<file path="src/rtl/axis_pattern_gen_pkg.sv">
// Shared types, configuration field positions and LFSR helper for the
// AXI4-Stream pattern generator.
package axis_pattern_gen_pkg;

    typedef enum logic [1:0] {
        ST_IDLE,
        ST_SEND,
        ST_DONE
    } gen_state_t;

    localparam int CFG_EN_BIT  = 0;
    localparam int CFG_PAT_LSB = 1;
    localparam int CFG_LEN_LSB = 0;
    localparam int CFG_CNT_LSB = 16;

    localparam logic [1:0] PAT_COUNTER = 2'd0;
    localparam logic [1:0] PAT_LFSR    = 2'd1;
    localparam logic [1:0] PAT_CONST   = 2'd2;

    localparam logic [31:0] LFSR_POLY = 32'h8020_0003;

    // Right-shifting Galois form of x^32+x^22+x^2+x+1.
    function automatic logic [31:0] lfsr_step(input logic [31:0] state);
        return state[0] ? ((state >> 1) ^ LFSR_POLY) : (state >> 1);
    endfunction

endpackage

</file>
<file path="src/rtl/axis_pattern_lane_gen.sv">
// Combinational beat calculator: first beat of a run from the seed, and the
// following beat from the current one.
module axis_pattern_lane_gen
    import axis_pattern_gen_pkg::*;
#(
    parameter int DATA_WIDTH = 64
) (
    input  logic [1:0]            cfg_pattern,
    input  logic [31:0]           cfg_seed,
    input  logic [1:0]            cur_pattern,
    input  logic [DATA_WIDTH-1:0] cur_beat,
    output logic [DATA_WIDTH-1:0] first_beat,
    output logic [DATA_WIDTH-1:0] next_beat
);

    localparam int LANES = DATA_WIDTH / 32;

    logic [31:0] first_lfsr;
    logic [31:0] next_lfsr;

    always_comb begin
        first_beat = '0;
        first_lfsr = (cfg_seed == 32'd0) ? 32'd1 : cfg_seed;
        for (int k = 0; k < LANES; k++) begin
            case (cfg_pattern)
                PAT_COUNTER: first_beat[32*k +: 32] = cfg_seed + 32'(k);
                PAT_LFSR:    first_beat[32*k +: 32] = first_lfsr;
                default:     first_beat[32*k +: 32] = cfg_seed;
            endcase
            first_lfsr = lfsr_step(first_lfsr);
        end
    end

    // The LFSR sequence continues from the top lane of the current beat.
    always_comb begin
        next_beat = '0;
        next_lfsr = cur_beat[DATA_WIDTH-1 -: 32];
        for (int k = 0; k < LANES; k++) begin
            next_lfsr = lfsr_step(next_lfsr);
            case (cur_pattern)
                PAT_COUNTER: next_beat[32*k +: 32] = cur_beat[32*k +: 32] + 32'(LANES);
                PAT_LFSR:    next_beat[32*k +: 32] = next_lfsr;
                default:     next_beat[32*k +: 32] = cur_beat[32*k +: 32];
            endcase
        end
    end

endmodule

</file>
<file path="src/rtl/axis_pattern_gen.sv">
// Packetised AXI4-Stream pattern generator driven by three software
// configuration words; handles start detection, shadowing and backpressure.
module axis_pattern_gen
    import axis_pattern_gen_pkg::*;
#(
    parameter int DATA_WIDTH = 64
) (
    input  logic                    axi_clk,
    input  logic                    axi_rstn,
    input  logic [31:0]             config_reg0,
    input  logic [31:0]             config_reg1,
    input  logic [31:0]             config_reg2,
    output logic [DATA_WIDTH-1:0]   m_axis_tdata,
    output logic [DATA_WIDTH/8-1:0] m_axis_tkeep,
    output logic                    m_axis_tvalid,
    input  logic                    m_axis_tready,
    output logic                    m_axis_tlast,
    output logic                    gen_busy,
    output logic                    gen_done,
    output logic [31:0]             pkt_sent
);

    gen_state_t  state;
    logic        en_q;
    logic        armed;
    logic [15:0] len_q;
    logic [15:0] count_q;
    logic [1:0]  pattern_q;
    logic [15:0] beat_cnt;

    logic                  cfg_enable;
    logic [1:0]            cfg_pattern;
    logic [15:0]           cfg_len;
    logic                  start;
    logic                  handshake;
    logic [15:0]           beat_nxt;
    logic [31:0]           pkt_nxt;
    logic [DATA_WIDTH-1:0] first_beat;
    logic [DATA_WIDTH-1:0] next_beat;
    logic                  unused_cfg;

    assign cfg_enable  = config_reg0[CFG_EN_BIT];
    assign cfg_pattern = config_reg0[CFG_PAT_LSB +: 2];
    assign cfg_len     = config_reg1[CFG_LEN_LSB +: 16];
    // armed blocks a start from an enable level that was already high at reset release.
    assign start       = cfg_enable & ~en_q & armed;
    assign handshake   = m_axis_tvalid & m_axis_tready;
    assign beat_nxt    = beat_cnt + 16'd1;
    assign pkt_nxt     = pkt_sent + 32'd1;
    assign unused_cfg  = ^config_reg0[31:3];

    axis_pattern_lane_gen #(
        .DATA_WIDTH(DATA_WIDTH)
    ) u_lane_gen (
        .cfg_pattern(cfg_pattern),
        .cfg_seed   (config_reg2),
        .cur_pattern(pattern_q),
        .cur_beat   (m_axis_tdata),
        .first_beat (first_beat),
        .next_beat  (next_beat)
    );

    always_ff @(posedge axi_clk or negedge axi_rstn) begin
        if (!axi_rstn) begin
            state         <= ST_IDLE;
            en_q          <= 1'b0;
            armed         <= 1'b0;
            len_q         <= 16'd1;
            count_q       <= '0;
            pattern_q     <= PAT_CONST;
            beat_cnt      <= '0;
            m_axis_tdata  <= '0;
            m_axis_tkeep  <= '0;
            m_axis_tvalid <= 1'b0;
            m_axis_tlast  <= 1'b0;
            gen_busy      <= 1'b0;
            gen_done      <= 1'b0;
            pkt_sent      <= '0;
        end else begin
            en_q <= cfg_enable;
            if (!cfg_enable) begin
                armed <= 1'b1;
            end
            case (state)
                ST_IDLE: begin
                    if (start) begin
                        len_q         <= (cfg_len == 16'd0) ? 16'd1 : cfg_len;
                        count_q       <= config_reg1[CFG_CNT_LSB +: 16];
                        pattern_q     <= cfg_pattern;
                        beat_cnt      <= '0;
                        pkt_sent      <= '0;
                        m_axis_tdata  <= first_beat;
                        m_axis_tkeep  <= '1;
                        m_axis_tvalid <= 1'b1;
                        m_axis_tlast  <= (cfg_len <= 16'd1);
                        gen_busy      <= 1'b1;
                        state         <= ST_SEND;
                    end
                end
                ST_SEND: begin
                    if (handshake) begin
                        m_axis_tdata <= next_beat;
                        if (m_axis_tlast) begin
                            pkt_sent <= pkt_nxt;
                            beat_cnt <= '0;
                            if ((count_q != 16'd0) && (pkt_nxt == {16'd0, count_q})) begin
                                m_axis_tvalid <= 1'b0;
                                m_axis_tkeep  <= '0;
                                m_axis_tlast  <= 1'b0;
                                gen_busy      <= 1'b0;
                                gen_done      <= 1'b1;
                                state         <= ST_DONE;
                            end else if (!cfg_enable) begin
                                m_axis_tvalid <= 1'b0;
                                m_axis_tkeep  <= '0;
                                m_axis_tlast  <= 1'b0;
                                gen_busy      <= 1'b0;
                                state         <= ST_IDLE;
                            end else begin
                                m_axis_tlast <= (len_q == 16'd1);
                            end
                        end else begin
                            beat_cnt     <= beat_nxt;
                            m_axis_tlast <= (beat_nxt == len_q - 16'd1);
                        end
                    end
                end
                ST_DONE: begin
                    if (!cfg_enable) begin
                        gen_done <= 1'b0;
                        state    <= ST_IDLE;
                    end
                end
                default: state <= ST_IDLE;
            endcase
        end
    end

endmodule

</file>
<file path="config.mk">
export PLATFORM = sky130hd
export DESIGN_NAME = axis_pattern_gen
export DESIGN_NICKNAME = d
export VERILOG_FILES = /design/src/rtl/axis_pattern_gen_pkg.sv /design/src/rtl/axis_pattern_lane_gen.sv /design/src/rtl/axis_pattern_gen.sv
export SDC_FILE = /design/constraint.sdc
export NUM_CORES = 1
export LEC_CHECK = 0
export ABC_AREA = 0
export BUFFER_PORTS_ARGS = -buffer_cell sky130_fd_sc_hd__buf_2
export CORE_ASPECT_RATIO = 1.25
export CORE_UTILIZATION = 58
export CTS_CLUSTER_SIZE = 16
export DETAILED_ROUTE_END_ITERATION = 6
export PLACE_DENSITY = 0.87
export SKIP_LAST_GASP = 1
export SYNTH_ARGS = -nofsm -noshare
export SYNTH_HDL_FRONTEND = slang
export SYNTH_SLANG_ARGS = --single-unit
export TNS_END_PERCENT = 10
</file>
<file path="constraint.sdc">
create_clock -name axi_clk -period 4 [get_ports axi_clk]
set_input_delay 0.8 -clock axi_clk [delete_from_list [all_inputs] [get_ports axi_clk]]
set_output_delay 0.8 -clock axi_clk [all_outputs]
set_load 0.05 [all_outputs]
</file>
==> flow_summary.json, run 1 <==
{
  "wl_per_cell_um": 19.3,
  "place_ws_ns": 0.537,
  "setup_violations": 0,
  "synth_seq_cells": 153,
  "fp.coreArea_um2": 19500,
  "clk_latency_ns": 0.44,
  "drt-pass1-iter-count": 7,
  "avgSynthCellArea_um2": 7.58,
  "clk_path_buf_depth": 2,
  "cts_setup_buffers": 0,
  "root_buffer": "clkbuf_16",
  "dieArea_um2": 20500,
  "violations": "DRC",
  "grt_pass1_vias": 11800,
  "holdCritPathClass": "input port to asynchronous set/reset pin",
  "critPathKind": "flip-flop to flip-flop",
  "dp_hpwl_mm": 26.0,
  "timing.slew.headroom_pct": 22.5,
  "finalPower_mw": 9.81,
  "numCtsBuffers": 17,
  "path_cells": "ha_1 > nand3_1 > or3_1 > nor4_1 > xnor2_1 > nand4_1 > or4_1 > o21ai_1",
  "syn_area_um2": 11600,
  "cts.clk_slew.worst_paths_ns": 0.07,
  "drc": 3,
  "overflow": 0,
  "min_period_ns": 3.51,
  "pwr-share-clk_pct": 16.5,
  "cp-startpoint": "pkt_sent[0]",
  "outcome": "finished with violations",
  "io_pins": 207,
  "combPwrFrac_pct": 53.4,
  "grt.total_usage_pct": 36.3,
  "cts_tree": "built",
  "area_growth_pct": 12.9,
  "nets": 1725,
  "ys_types": 74,
  "synthAdderAreaFrac_pct": 0.865,
  "pwr-share-seq_pct": 30.1,
  "drv_slew": 0,
  "row_count": 57,
  "fin_worst_skew_ns": 0.0117,
  "antennaDiodeCount": 0,
  "first_iter_violations": 1454,
  "swShare_pct": 53.1,
  "cellPowerDensity_nw_per_um2": 752,
  "period_share_pct": 87.8,
  "port_buffers": 177,
  "synth_edf_count": 0,
  "via_per_inst": 6.68,
  "rr_startpoint": "pkt_sent[0]",
  "die_w_um": 128,
  "wirelength_mm": 36.7,
  "antenna_found_initial": 0,
  "internal_power_mw": 4.61,
  "grt_max_degree": 68,
  "post-route-cell-area_um2": 13100,
  "vias": 12700,
  "cp_max_fo": 12,
  "whs_ns": 0.358,
  "post_dp_cell_area_um2": 12500,
  "yosys_warnings": 0,
  "setup_tns_ns": 0,
  "cp.arrival_ns": 3.87,
  "cp-start-kind": "flip-flop",
  "slowest_stage": "nor4_1",
  "end_kind": "flip-flop",
  "synth-async-reset-ratio_pct": 100,
  "cts.sinks": 153,
  "ant_nets": 0,
  "hold_viol": 0,
  "fp.dieH_um": 160,
  "synth_fp_nets": 1633,
  "synth_simple_gate_area_share_pct": 27.0,
  "ys_seq_area_share_pct": 33.1,
  "synth_mux_area_share_pct": 1.13,
  "maxCapViolations": 0,
  "p_sw_mw": 5.21,
  "grt_pass1_wl_mm": 59.5,
  "h-tree-depth": 4,
  "synth_cells": 1526,
  "initial_core_util_pct": 59.4,
  "crit_required_ns": 4.36,
  "synth_flop_cell": "dfrtp_1",
  "synth_top_family_by_area": "simple AND/OR/NAND/NOR gates",
  "setup_ws_ns": 0.489,
  "synth_xor_area_share_pct": 7.70,
  "leakagePower_nw": 5.49,
  "synth-compound-area-share_pct": 24.8,
  "max-vdd-ir-drop_v": 0.000640,
  "drive_gt1_share_pct": 15.7,
  "worst_pin_slew_ns": 1.16,
  "slowest_delay_ns": 0.62,
  "gp_congestion": 0.946,
  "fmax_mhz": 285,
  "rsz0062_at_grt": "false"
}
cells by family (layout without fill, tap and decap cells):
logic type / Yosys count / count (layout)
adder cells (fa/ha/maj): 8 / 8
flip-flops: 153 / 153
XOR/XNOR: 97 / 97
buffers and inverters: 151 / 256
multiplexers: 13 / 13
AND/OR/NAND/NOR: 646 / 646
AO/OA/AOI/OAI: 458 / 458
layer usage:
layer,vias up,global-route usage [%],part of all wire [%]
met1,5978,43.7,37
met3,182,6.37,8.3
met5,-,0,0
met4,0,21.4,5.3
met2,744,60.2,49
li1,5765,-,-
worst max-delay path, delay by kind of cell, from the launching register on:
| kind | cells | cell delay [ns] |
|---|---|---|
| AOI/OAI and AO/OA | 1 | 0.16 |
| xor gates and xnor gates | 1 | 0.23 |
| and+or+nand+nor | 5 | 2.26 |
| DFF | 1 | 0.49 |
| adders and majority gates | 1 | 0.31 |
path summary, 6_finish.rpt:
path	endpoint	slack [ns]	depth (start not counted)
worst max-delay path	state[1]	0.49	8
worst min-delay path	pkt_sent[23]	0.36	1
worst max register to register	state[1]	0.49	8
worst min register to register	armed	0.46	1
max in group asynchronous	pattern_q[1]	2.75	2
min in group axi_clk	armed	0.46	1
layout by cell type (no fill, tap or decap), types with 14 or more instances in the layout:
cell / count
a211oi_1: 19
a21oi_1: 99
a22oi_1: 24
a31oi_1: 26
and3_1: 19
buf_2: 176
buf_4: 23
clkbuf_16: 17
dfrtp_1: 151
inv_1: 23
nand2_1: 226
nand3_1: 58
nand4_1: 38
nor2_1: 133
nor3_1: 40
nor4_1: 44
o211ai_1: 14
o21ai_0: 152
o31ai_1: 19
or3_1: 16
xnor2_1: 57
xor2_1: 37
sequential cells by signal, summed over array words and instances, names as in the netlist:
register / cells
pkt_sent: 32
m_axis_tlast: 1
beat_cnt: 16
pattern_q: 2
len_q: 16
count_q: 16
state: 2
m_axis_tkeep: 1
armed: 1
m_axis_tdata: 64
gen_done: 1
en_q: 1
cell type report:
type,count,area (um^2)
multi-input cells,1222,7140
well taps,265,332
clock buffers,18,439
inverters,23,86.3
flip-flops and latches,153,3830
repair buffers,201,1080
clock inverters,14,140
fillers,1638,6420
what timing repair did:
| item | in CTS | in global routing |
|---|---|---|
| setup endpoints to repair | 0 | 2 |
| hold buffers | 0 | 0 |
| hold endpoints to repair | 0 | 0 |
| resized for setup | 0 | 1 |
power by group through the flow:
stage          clock network [mW]  registers (mW)  logic (mW)
2_1_floorplan                   0            3.77        2.95
3_3_place_gp                    0            2.91        5.01
3_5_place_dp                    0            2.94        5.14
4_1_cts                      1.62            2.92        5.17
5_1_grt                      1.67            3.03        5.67
6_report                     1.61            2.96        5.24
cells in the mapped netlist (24+ instances only):
library cell / number / area, um^2
dfrtp_1: 151 / 3780
nor2_1: 133 / 499
nand4_1: 38 / 238
xor2_1: 37 / 324
clkbuf_1: 105 / 394
nor4_1: 45 / 282
a22oi_1: 24 / 180
nor3_1: 40 / 200
nand3_1: 58 / 290
xnor2_1: 57 / 499
o21ai_0: 152 / 761
a21oi_1: 100 / 500
a31oi_1: 26 / 163
nand2_1: 228 / 856
per-stage QoR:
step                      utilization, %  cells
after floorplan                        -   1526
after global placement              64.0   1864
after detailed placement            64.0   1864
after CTS                           67.0   1896
after global routing                67.0   1896
final                               67.0   1896
(Power assumes the default switching activity.)
==> inputs of run 2 (changes only) <==
--- a/config.mk
+++ b/config.mk
@@ -8,10 +8,10 @@
 export ABC_AREA = 0
 export BUFFER_PORTS_ARGS = -buffer_cell sky130_fd_sc_hd__buf_2
 export CORE_ASPECT_RATIO = 1.25
-export CORE_UTILIZATION = 58
+export CORE_UTILIZATION = 62
 export CTS_CLUSTER_SIZE = 16
 export DETAILED_ROUTE_END_ITERATION = 6
-export PLACE_DENSITY = 0.87
+export PLACE_DENSITY = 0.92
 export SKIP_LAST_GASP = 1
 export SYNTH_ARGS = -nofsm -noshare
 export SYNTH_HDL_FRONTEND = slang
==> constraint.sdc (replaced) <==
create_clock -name axi_clk -period 4.3 [get_ports axi_clk]
set_input_delay 0.86 -clock axi_clk [delete_from_list [all_inputs] [get_ports axi_clk]]
set_output_delay 0.86 -clock axi_clk [all_outputs]
set_load 0.05 [all_outputs]
==> run 2 against run 1 <==
Effect of this change: the flow still finishes with violations (DRC); via count grew 2.4%; highest routed layer unchanged; core utilization is 4.8 points higher; register-to-register slack gained 0.38 ns; largest power group unchanged; critical path type unchanged; first-iteration DRC count up 17%; routed wire length up 1.9%; die area shrank 6.4%.
==> flow_summary.json, run 2 (synthesis results as in run 1) <==
{
  "outcome": "finished with violations",
  "violations": "DRC",
  "maxCapViolations": 0,
  "io_pins": 207,
  "worst_pin_slew_ns": 1.15,
  "ant_nets": 0,
  "cp-start-kind": "flip-flop",
  "end_kind": "flip-flop",
  "cts.clk_slew.worst_paths_ns": 0.07,
  "setup_ws_ns": 0.874,
  "largest_reg_flops": 64,
  "reg2reg_depth": 9,
  "ctsHoldBuffers": 0,
  "layout_common_cells": "nand2_1, buf_2, o21ai_0",
  "top_regs": "m_axis_tdata x64, pkt_sent x32",
  "timing.slew.headroom_pct": 23.3,
  "nets": 1724,
  "path_cells": "ha_1 > nand3_1 > or3_1 > buf_4 > nor4_1 > xnor2_1 > nand4_1 > or4_1 > o21ai_1",
  "drv_slew": 0,
  "cts.sinks": 153,
  "post-route-util_pct": 71.8,
  "row_count": 55,
  "cts_setup_buffers": 0,
  "dieArea_um2": 19200,
  "leakagePower_nw": 5.49,
  "drive_gt1_share_pct": 15.5,
  "max-vdd-ir-drop_v": 0.000591,
  "numCtsBuffers": 17,
  "place_ws_ns": 0.903,
  "wl_per_cell_um": 20.1,
  "clk_path_buf_depth": 2,
  "port_buffers": 177,
  "mostFrequentLayoutCell": "nand2_1",
  "hold_viol": 0,
  "multi_input_area_um2": 7130,
  "rrSetupSlack_ns": 0.87,
  "antennaDiodeCount": 0,
  "nFillCells": 1412,
  "die_w_um": 124,
  "holdCritPathClass": "input port to asynchronous set/reset pin",
  "slowest_stage": "or4_1",
  "grt.total_usage_pct": 39.7,
  "antenna_found_initial": 0,
  "fp.coreArea_um2": 18200,
  "rsz0062_at_grt": "false",
  "slowest_delay_ns": 0.59,
  "overflow": 0,
  "clk_latency_ns": 0.45,
  "whs_ns": 0.460,
  "ctsResizeCount": 0,
  "grt_pass1_vias": 12300,
  "h-tree-depth": 4,
  "crit_required_ns": 4.65,
  "drc": 19,
  "cts_tree": "built",
  "via_per_inst": 6.98,
  "dp_hpwl_mm": 25.7,
  "setup_violations": 0,
  "period_share_pct": 79.7,
  "finalPower_mw": 9.28,
  "grt_max_degree": 83,
  "fp.dieH_um": 155,
  "first_iter_violations": 1705,
  "root_buffer": "clkbuf_16",
  "cp_max_fo": 12,
  "r2r-end": "gen_done",
  "top_register": "m_axis_tdata",
  "crit_end": "gen_done",
  "rr_startpoint": "pkt_sent[0]",
  "area_growth_pct": 12.8,
  "ff_latch_area_um2": 3830,
  "drt-pass1-iter-count": 7,
  "critPathKind": "flip-flop to flip-flop",
  "initial_core_util_pct": 63.7,
  "gp_congestion": 0.960,
  "cellPowerDensity_nw_per_um2": 712,
  "min_period_ns": 3.43,
  "vias": 13000,
  "fin_worst_skew_ns": 0.0139,
  "cp.arrival_ns": 3.78,
  "grt_pass1_wl_mm": 60.2,
  "cp-startpoint": "pkt_sent[0]",
  "setup_tns_ns": 0,
  "wirelength_mm": 37.4,
  "fmax_mhz": 292
}
==> run 2: changes by cell type in the layout (fill, tap and decap cells not counted), moves of 2 or more <==
cell,before,now
bufinv_16,1,4
clkbuf_1,0,2
clkinv_4,5,2
clkinvlp_4,2,4
inv_6,4,0
==> run 2: how the worst min path moves through the flow <==
stage | from | end | slack (ns) | cells past startpoint
floorplan | armed | armed | 0.43 | 1
global placement | armed | armed | 0.44 | 1
detailed placement | armed | armed | 0.44 | 1
CTS | armed | armed | 0.46 | 1
global route | armed | armed | 0.50 | 1
finish | axi_rstn | pkt_sent[23] | 0.46 | 1
==> run 2: cell type report <==
| class | count | share of cell area [%] |
|---|---|---|
| clock buffers | 21 | 3.53 |
| multi-input cells | 1222 | 54.7 |
| clock inverters | 11 | 1.32 |
| flip-flops and latches | 153 | 29.4 |
| repair buffers | 200 | 8.26 |
| inverters | 23 | 0.662 |
| well taps | 228 | 2.19 |
==> run 2: stage by stage <==
step | instances | cell area, um^2
floorplan | 1526 | 11600
global placement | 1826 | 12400
detailed placement | 1826 | 12400
CTS | 1858 | 13000
global route | 1858 | 13000
finish | 1858 | 13000
==> run 2: per-layer routing <==
| layer | up-vias | routed length [um] | GRT usage [%] |
|---|---|---|---|
| met3 | 229 | 3600 | 8.00 |
| met1 | 6010 | 13600 | 46.6 |
| met4 | 0 | 2180 | 26.2 |
| met2 | 956 | 18000 | 64.6 |
| met5 | - | 0 | 0 |
| li1 | 5772 | - | - |
==> run 2: critical path: cells and delay by family (launching register included) <==
| family | cells | cell delay [ns] |
|---|---|---|
| compound gates | 1 | 0.16 |
| xor+xnor | 1 | 0.23 |
| fa+ha+maj | 1 | 0.32 |
| buf+inv | 1 | 0.19 |
| flops | 1 | 0.50 |
| simple gates | 5 | 1.94 |
==> run 2: power breakdown <==
group	internal, mW	switching (mW)	leakage, nW
combinational	1.52	3.37	3.27
clock	1.00	0.635	0.296
sequential	1.93	0.819	1.93
total	4.46	4.83	5.49
==> inputs of run 3 (changes only) <==
--- a/config.mk
+++ b/config.mk
@@ -5,13 +5,13 @@
 export SDC_FILE = /design/constraint.sdc
 export NUM_CORES = 1
 export LEC_CHECK = 0
-export ABC_AREA = 0
+export ABC_AREA = 1
 export BUFFER_PORTS_ARGS = -buffer_cell sky130_fd_sc_hd__buf_2
 export CORE_ASPECT_RATIO = 1.25
-export CORE_UTILIZATION = 62
+export CORE_UTILIZATION = 58
 export CTS_CLUSTER_SIZE = 16
 export DETAILED_ROUTE_END_ITERATION = 6
-export PLACE_DENSITY = 0.92
+export PLACE_DENSITY = 0.87
 export SKIP_LAST_GASP = 1
 export SYNTH_ARGS = -nofsm -noshare
 export SYNTH_HDL_FRONTEND = slang
==> constraint.sdc (replaced) <==
create_clock -name axi_clk -period 3.29 [get_ports axi_clk]
set_input_delay 0.658 -clock axi_clk [delete_from_list [all_inputs] [get_ports axi_clk]]
set_output_delay 0.658 -clock axi_clk [all_outputs]
set_load 0.05 [all_outputs]
==> run 3 against run 2 <==
Effect of this change: the flow now finishes without violations; largest cell class unchanged; clock skew grew 0.0035 ns; synthesized cell count grew 16%; flip-flop and latch count is the same; core utilization shrank 3.4 points; first-iteration DRC count shrank 10%; via count grew 1.2%; clock-buffer cell count shrank 4; critical endpoint is now m_axis_tdata[23]; synthesized area grew 1.8%; routed wire length shrank 0.86%; cell count grew 18%.
==> flow_summary.json, run 3 <==
{
  "layout_common_cells": "nand2_1, inv_1, buf_2",
  "syn_area_um2": 11800,
  "drt-pass1-iter-count": 7,
  "grt_pass1_wl_mm": 59.4,
  "row_count": 57,
  "internal_power_mw": 5.81,
  "slowest_delay_ns": 0.42,
  "rr_startpoint": "m_axis_tdata[1]",
  "numCtsBuffers": 17,
  "avgSynthCellArea_um2": 6.64,
  "finalPower_mw": 13.4,
  "end_kind": "flip-flop",
  "synth_fp_nets": 1880,
  "fin_cells": 2201,
  "cp.arrival_ns": 2.95,
  "reg2reg_depth": 13,
  "via_per_inst": 5.96,
  "wl_per_cell_um": 16.8,
  "synth_seq_cells": 153,
  "initial_core_util_pct": 59.8,
  "vias": 13100,
  "post-route-cell-area_um2": 13500,
  "synth-async-reset-ratio_pct": 100,
  "holdCritPathClass": "input port to asynchronous set/reset pin",
  "clk_path_buf_depth": 2,
  "leakagePower_nw": 6.43,
  "pwr-share-clk_pct": 14.8,
  "synth-compound-area-share_pct": 18.8,
  "synth_top_family_by_area": "simple AND/OR/NAND/NOR gates",
  "yosysMostFrequentCell": "nand2_1",
  "grt_pass1_vias": 12200,
  "ys_types": 58,
  "whs_ns": 0.262,
  "ys_seq_area_share_pct": 32.5,
  "setup_ws_ns": 0.652,
  "pwr-share-seq_pct": 27.5,
  "synth_top_cell_area_share_pct": 32.1,
  "dp_cells": 2169,
  "wirelength_mm": 37.1,
  "top_register": "m_axis_tdata",
  "cp_top_family": "simple AND/OR/NAND/NOR gates",
  "grt.total_usage_pct": 36.2,
  "nets": 2030,
  "critPathKind": "flip-flop to flip-flop",
  "cp_common_cell": "nand2_1",
  "io_pins": 207,
  "largest_reg_flops": 64,
  "grt_max_degree": 87,
  "period_share_pct": 80.2,
  "drc": 0,
  "swShare_pct": 56.6,
  "rrSetupSlack_ns": 0.65,
  "clk_latency_ns": 0.44,
  "root_buffer": "clkbuf_16",
  "cts_setup_buffers": 0,
  "combPwrFrac_pct": 57.8,
  "rsz0062_at_grt": "false",
  "worst_pin_slew_ns": 0.785,
  "gp_congestion": 0.977,
  "drive_gt1_share_pct": 15.3,
  "die_w_um": 129,
  "yosys-top-cells-count": "nand2_1, inv_1, o21ai_0",
  "cts_tree": "built",
  "fp.dieH_um": 161,
  "timing.slew.headroom_pct": 47.6,
  "crit_required_ns": 3.60,
  "dp_hpwl_mm": 27.2,
  "fmax_mhz": 379,
  "top_regs": "m_axis_tdata x64, pkt_sent x32",
  "max-vdd-ir-drop_v": 0.000647,
  "min_period_ns": 2.64,
  "yosys_warnings": 0,
  "synth_simple_gate_area_share_pct": 33.2,
  "cellPowerDensity_nw_per_um2": 992,
  "fp.coreArea_um2": 19700,
  "h-tree-depth": 4,
  "synth_mux_area_share_pct": 0,
  "ant_nets": 0,
  "yosys.area.top_type": "dfrtp_1",
  "synth_area_leaders": "dfrtp_1, nand2_1, inv_1",
  "setup_violations": 0,
  "area_growth_pct": 14.4,
  "antenna_found_initial": 0,
  "dieArea_um2": 20900,
  "first_iter_violations": 1528,
  "port_buffers": 177,
  "post_dp_cell_area_um2": 12900,
  "drv_slew": 0,
  "overflow": 0,
  "synth_edf_count": 0,
  "cts.clk_slew.worst_paths_ns": 0.07,
  "ctsResizeCount": 0,
  "nFillCells": 1712,
  "slowest_stage": "dfrtp_1",
  "path_cells": "ha_1 > nand3_1 > nor3_2 > nand2_1 > inv_1 > nand2_1 > nor3_2 > nand2_1 > xor2_1 > nand2_1 > o21ai_0 > o21ai_0 > o21ai_0",
  "setup_tns_ns": 0,
  "p_sw_mw": 7.56,
  "hold_viol": 0,
  "crit_buf_inv": 1,
  "fin_worst_skew_ns": 0.0174,
  "place_ws_ns": 0.541,
  "r2r-end": "m_axis_tdata[23]",
  "synthAdderAreaFrac_pct": 0.850,
  "post-route-util_pct": 68.5,
  "cts.sinks": 153,
  "cp_max_fo": 6,
  "outcome": "completed",
  "synth_cells": 1773,
  "cp-start-kind": "flip-flop",
  "synth_xor_area_share_pct": 4.72,
  "ctsHoldBuffers": 0,
  "antennaDiodeCount": 0,
  "synth_flop_cell": "dfrtp_1",
  "maxCapViolations": 0,
  "mostFrequentLayoutCell": "nand2_1"
}
==> run 3: cell count changes after synthesis, moves of 19 or more <==
cell / previous run / this run
a21oi_1: 100 / 79
o22ai_1: 9 / 45
clkbuf_1: 105 / 40
a211oi_1: 19 / 0
xnor2_1: 57 / 10
nand3_1: 58 / 112
and3_1: 19 / 0
nand2_1: 228 / 460
a22oi_1: 24 / 1
nor2_1: 133 / 153
nor4_1: 45 / 9
inv_1: 23 / 226
==> run 3: worst max-delay path by stage <==
stage / cells after the start / endpoint / slack [ns] / from
finish: 13 / m_axis_tdata[23] / 0.65 / m_axis_tdata[1]
global placement: 15 / m_axis_tdata[62] / 0.58 / config_reg2[0]
floorplan: 18 / gen_done / 0.85 / pkt_sent[0]
global route: 13 / m_axis_tdata[23] / 0.40 / m_axis_tdata[1]
detailed placement: 8 / pkt_sent[10] / 0.54 / m_axis_tready
CTS: 12 / m_axis_tdata[31] / 0.68 / m_axis_tdata[1]
==> run 3: area by class of cell <==
class / instances / area (um^2) / share of cell area (%)
multi-input combinational: 1323 / 6790 / 50.4
clock buffer: 17 / 425 / 3.16
tap: 265 / 332 / 2.46
sequential: 153 / 3830 / 28.4
clock inverter: 15 / 153 / 1.13
timing repair buffer: 194 / 1070 / 7.94
inverter: 234 / 878 / 6.52
==> run 3: power groups by stage <==
stage | Clock (mW) | Sequential, mW | Combinational (mW)
floorplan | 0 | 5.33 | 3.93
global route | 2.07 | 3.77 | 8.36
global placement | 0 | 3.63 | 7.47
CTS | 2.00 | 3.64 | 7.65
detailed placement | 0 | 3.65 | 7.60
finish | 1.98 | 3.67 | 7.72
==> run 3: cells by family after synthesis <==
family | count (synthesis)
AOI/OAI and AO/OA | 382
DFF | 153
xor gates and xnor gates | 61
buffers and inverters | 297
adders and majority gates | 8
and+or+nand+nor | 872
==> run 3: worst reg2reg max path, delay by kind of cell (launching register included) <==
kind | cells | cell delay [ns]
adders and majority gates | 1 | 0.21
DFF | 1 | 0.42
buffers and inverters | 1 | 0.11
AOI/OAI and AO/OA | 3 | 0.33
xor gates and xnor gates | 1 | 0.16
and+or+nand+nor | 7 | 1.28
==> run 3: metal layers <==
layer / vias to the layer above / wire, um / global-route usage (%)
li1: 6202 / - / -
met1: 6031 / 14200 / 44.2
met2: 749 / 17900 / 60.2
met3: 141 / 3260 / 6.96
met4: 0 / 1630 / 19.0
met5: - / 0 / 0
